<file path="src/rtl/multi_input_conditioner.sv">
// Multi-channel input conditioner: per-channel synchroniser chain, debounce
// counter, clean output level and one-cycle rising/falling edge strobes,
// with a per-channel fault hold and a configurable reset level.
module multi_input_conditioner #(
    parameter int unsigned CHANNELS    = 4,
    parameter int unsigned SYNC_STAGES = 2,
    parameter int unsigned WAIT_TIME   = 4,
    parameter bit          RESET_VALUE = 1'b0
) (
    input  logic                clk,
    input  logic                reset,
    input  logic [CHANNELS-1:0] noisysignal,
    input  logic [CHANNELS-1:0] faultactive,
    output logic [CHANNELS-1:0] conditioned,
    output logic [CHANNELS-1:0] positiveedge,
    output logic [CHANNELS-1:0] negativeedge
);

    localparam int unsigned CNT_W = (WAIT_TIME > 1) ? $clog2(WAIT_TIME) : 1;
    localparam logic [CNT_W-1:0] CNT_MAX = CNT_W'(WAIT_TIME - 1);

    for (genvar i = 0; i < CHANNELS; i++) begin : g_chan
        logic [SYNC_STAGES-1:0] sync_q;
        logic [CNT_W-1:0]       cnt_q;
        logic                   cond_q;
        logic                   pos_q;
        logic                   neg_q;
        logic                   s;

        assign s = sync_q[SYNC_STAGES-1];

        // Synchronise the raw pin, debounce it and emit registered edge strobes.
        always_ff @(posedge clk) begin
            if (reset) begin
                sync_q <= {SYNC_STAGES{RESET_VALUE}};
                cond_q <= RESET_VALUE;
                cnt_q  <= '0;
                pos_q  <= 1'b0;
                neg_q  <= 1'b0;
            end else begin
                sync_q <= {sync_q[SYNC_STAGES-2:0], noisysignal[i]};
                pos_q  <= 1'b0;
                neg_q  <= 1'b0;
                if (faultactive[i]) begin
                    cnt_q <= '0;
                end else if (s == cond_q) begin
                    cnt_q <= '0;
                end else if (cnt_q == CNT_MAX) begin
                    cond_q <= s;
                    cnt_q  <= '0;
                    pos_q  <= s;
                    neg_q  <= ~s;
                end else begin
                    cnt_q <= cnt_q + 1'b1;
                end
            end
        end

        assign conditioned[i]  = cond_q;
        assign positiveedge[i] = pos_q;
        assign negativeedge[i] = neg_q;
    end

endmodule

</file>
<file path="config.mk">
export PLATFORM = sky130hd
export DESIGN_NAME = multi_input_conditioner
export DESIGN_NICKNAME = d
export VERILOG_FILES = /design/src/rtl/multi_input_conditioner.sv
export SDC_FILE = /design/constraint.sdc
export NUM_CORES = 1
export LEC_CHECK = 0
export CELL_PAD_IN_SITES_DETAIL_PLACEMENT = 0
export CELL_PAD_IN_SITES_GLOBAL_PLACEMENT = 1
export CORE_MARGIN = 3
export CORE_UTILIZATION = 44
export CTS_BUF_LIST = sky130_fd_sc_hd__clkbuf_8
export DETAILED_ROUTE_END_ITERATION = 8
export PLACE_DENSITY = 0.84
export SLEW_MARGIN = 10
export SYNTH_ARGS = -nofsm -noshare
export SYNTH_HDL_FRONTEND = slang
export SYNTH_SLANG_ARGS = --single-unit
</file>
<file path="constraint.sdc">
create_clock -name clk -period 1.6 [get_ports clk]
set_input_delay 0.32 -clock clk [delete_from_list [all_inputs] [get_ports clk]]
set_output_delay 0.32 -clock clk [all_outputs]
set_load 0.02 [all_outputs]
</file>
After elaboration in Yosys (flattened, before gate mapping)
Cells that the tools add are included.
{"block": "op_classes", "n_bitwise": 16, "mux": 0, "n_reduce_logical": 12, "mul": 0, "n_lt_le_gt_ge": 0, "eq_ne": 8, "addsub": 4, "div_mod_pow": 0, "n_shift": 0}
{"cell": "OR reduction 4 bit", "n": 8}
{"cell": "NOT 1 bit", "n": 16}
{"cell": "AND reduction 3 bit", "n": 4}
{"cell": "adder 2 x 1 -> 2 bit (second input constant)", "n": 4}
{"cell": "equality test 2 bit (second input constant)", "n": 4}
{"cell": "equality test 1 bit", "n": 4}
{"block": "word_totals", "mem_bits_rw": 0, "word_cells": 60, "reg_bits": 28, "n_memories": 0, "latchBits": 0, "rom_bits": 0}

Longest topological paths before layout
{"block": "depth", "depth_word": 3, "depth_mapped": 3, "mapped_depth_nobuf": 3}

Least setup slack after synthesis
No wires, ideal clock.
{"block": "synth_path", "path_type": "input to register", "start": "in reset", "end": "reg g_chan[0].cnt_q[1]", "required_time_ns": 1.513, "path_stages": 3, "slack_ns": 0.686, "setup_time_ns": 0.087, "arrival_time_ns": 0.827, "path_cell_list": "buf_6 > or2_1 > nor4b_2"}
{"block": "synth_via", "elab_chain_len": 1}
{"element": "from (decl)", "line_no": "11", "source": "input logic reset,"}
{"element": "OR reduction 4 bit (no line)"}
{"element": "to (signal assigned)", "line_no": "54", "source": "cnt_q <= cnt_q + 1'b1;"}
{"element": "to (decl)", "line_no": "24", "source": "logic [CNT_W-1:0] cnt_q;"}
Every way passes these cells.
A chain may end at the register's enable or synchronous reset.

Worst setup path in the final report
{"block": "layout_path", "start": "reg g_chan[2].pos_q", "end": "out positiveedge[2]"}
{"element": "from (decl)", "line_no": "26", "source": "logic pos_q;"}
{"element": "from (signal assigned)", "line_no": "51", "source": "pos_q <= s;"}
{"element": "to (decl)", "line_no": "15", "source": "output logic [CHANNELS-1:0] positiveedge,"}
No word-level cell between the ends.

==> summary.md <==
| Metric | Value |
|---|---|
| Outcome | finished clean |
| Worst setup path endpoint | positiveedge[2] |
| H-tree levels | 1 |
| Sequential share of the synthesized area | 0.505 |
| Worst-Skew Late Latency | 270 ps |
| Core area | 2300 µm² |
| CTS clk-pin slew, worst paths | 90 ps |
| Hold/Removal Path Class | reg -> reg |
| Critical Path Start Type | flop |
| Post-route core utilization | 0.574 |
| Final Hold Viols | 0 |
| RePlAce Congestion | 0.655 |
| CP startpoint | g_chan[2].pos_q |
| Reg2reg setup slack | 640 ps |
| Input/output buffers | 21 |
| Most common cell after layout, fill and taps aside | dfxtp_1 |
| Req. time, crit path | 1280 ps |
| Initial antenna violation count | 0 |
| Post-Syn Nets | 110 |
| Grt ovf | 0 |
| Die area | 3160 µm² |
| PD cells | 908 nW/µm² |
| Critical path arrival | 1190 ps |
| Crit path kind | reg -> out |
| Worst reg2reg path depth | 3 |
| Worst Skew | 2.68 ps |
| R2r startpoint | g_chan[2].cnt_q[0] |
| Largest area contributor in the netlist | dfxtp_1 |
| CTS root buffer | clkbuf_8 |
| Nets | 123 |
| Post-synth design cell area | 1110 µm² |
| Worst path slowest cell | clkdlybuf4s50_1 |
| DIE HEIGHT | 56.2 µm |
| Worst Tran Pin Value | 245 ps |
| Critical path's largest stage delay | 600 ps |
| DRC Markers | 0 |
| Post-CTS Hold Fix Bufs | 0 |
| Most frequent cells in the layout | dfxtp_1, clkdlybuf4s50_1, nor2b_1 |
| Cell family with most CP delay | buffers and inverters |
| Crit-path max FO | 1 |
| Fin. max-slew vios | 0 |
| Vias in the first global route | 654 |
| Placed inst area | 1270 µm² |
| Synth top area share | 0.505 |
| CTS tree | built |
| TritonCTS Sinks | 28 |
| Yosys warns | 0 |
| Cell variety after synth | 18 |
| Worst r2r dst | g_chan[2].cond_q |
| Overall global routing resource usage | 0.110 |
| Reg area | 561 µm² |
| Wirelength, routed | 1600 µm |
| Final instance area | 1320 µm² |
| Die X | 56.2 µm |
| Avg Inst Size Synth | 11.6 µm² |
| Largest net degree at the start of global routing | 23 |
| First-pass GRT wire length | 2720 µm |
| Via count | 671 |
| Area of the multi-input gates | 443 µm² |
| DR vias/cell | 4.93 |
| WL/cell | 11.7 µm |
| Highest Clock Rate | 664 MHz |
| Relative slew slack | 0.835 |
| Final HPWL DP | 1220 µm |
| Hold_ws | 429 ps |
| Row count | 17 |
| Fillers | 194 |
| Total CTS buffers | 3 |
| I/O pin cnt | 22 |
| Final ANT Viol Nets | 0 |
| Area grow syn2layout | 18.8% |
| Mapped Cells | 96 |
| Tcrit/Tclk final | 0.941 |
| Register bit total from synthesis | 28 |
| # setup viols final | 0 |
| Initial DRC Count | 3 |
| Worst Path Buf+Inv | 1 |
| Post-synth ARST share | 0 |
| Number of flops mapped to enable cells by yosys | 0 |
| Share of cells above drive strength 1 | 0.0833 |
| Peak supply drop | 0.784 mV |
| CP Cell Sequence | clkdlybuf4s50_1 |
| Initial core utilization | 0.483 |
| Top_reg_cell synth | dfxtp_1 |
| Endpoint type of the worst setup path | output pin |
| Min Tclk post-route | 1510 ps |
| Setup TNS | 0 ps |
| Pre-antenna DRT Iters | 2 |
| Diode count | 0 |
| CTS Buffer Depth | 2 |
| Max_cap viols | 0 |
| Cell depth of the worst setup path | 1 |
| Top cells by area, synth | dfxtp_1, buf_4, and4b_1 |
| Static Leak | 0.527 nW |
| RSZ-0062 raised after global routing | false |
metal layers:
metal	vias up	wire, µm	track usage
li1	349	-	-
met1	305	622	0.111
met2	15	854	0.202
met3	2	101	0.0534
met4	0	17	0.0203
met5	-	0	0
synthesized netlist by cell type (3+ instances only):
cell type and instances:
nor2_1 4, buf_4 12, and4b_1 8, o21ai_1 3, nand2b_1 4, nand4bb_1 4, xnor2_1 4, ha_1 4
dfxtp_1 28, nor2b_1 12
flip-flops by register name (all words and copies together), names as in the netlist:
| name | count |
|---|---|
| g_chan.cond_q | 4 |
| g_chan.pos_q | 4 |
| g_chan.sync_q | 8 |
| g_chan.cnt_q | 8 |
| g_chan.neg_q | 4 |
area by class of cell:
type / instances / area share
Clock buffer: 4 / 0.0417
Multi-Input combinational cell: 54 / 0.336
Sequential cell: 28 / 0.425
Tap cell: 28 / 0.0266
Timing Repair Buffer: 22 / 0.171
how the worst min path moves through the flow:
stage                       startpoint  cells after the start  slack [ps]            endpoint
floorplan           g_chan[1].cnt_q[0]                      1         410  g_chan[1].cnt_q[0]
global placement    g_chan[0].cnt_q[0]                      1         410  g_chan[0].cnt_q[0]
detailed placement  g_chan[0].cnt_q[0]                      1         420  g_chan[0].cnt_q[0]
CTS                 g_chan[0].cnt_q[0]                      1         430  g_chan[0].cnt_q[0]
global route        g_chan[0].cnt_q[0]                      1         450  g_chan[0].cnt_q[0]
finish              g_chan[0].cnt_q[0]                      1         430  g_chan[0].cnt_q[0]
stage by stage:
| stage | power, mW | instances | worst slack (ps) |
|---|---|---|---|
| after CTS | 1.21 | 136 | 72.6 |
| after detailed placement | 0.794 | 132 | 121 |
| after global routing | 1.24 | 136 | 54.5 |
| after floorplan | 0.760 | 96 | 686 |
| after global placement | 0.792 | 132 | 163 |
| final | 1.20 | 136 | 94.3 |
power breakdown:
part	internal (mW)	switching (mW)	total, mW
clock network	0.220	0.200	0.420
logic	0.0412	0.0218	0.0630
registers	0.707	0.00639	0.714
logic make-up (layout without fill, tap and decap cells):
group / after synthesis / after routing / synth area share
adders and majority gates: 4 / 4 / 0.0451
AOI/OAI and AO/OA: 4 / 4 / 0.0180
buffers and inverters: 14 / 26 / 0.0958
and+or+nand+nor: 42 / 42 / 0.304
xor gates and xnor gates: 4 / 4 / 0.0316
DFF: 28 / 28 / 0.505
timing repair:
| action | CTS | global route |
|---|---|---|
| endpoints found under the setup margin | 4 | 0 |
| resized for setup | 4 | 0 |
| hold endpoints to repair | 0 | 0 |
| buffers inserted | 0 | 0 |
No activity file was read; power rests on OpenSTA's default activity.
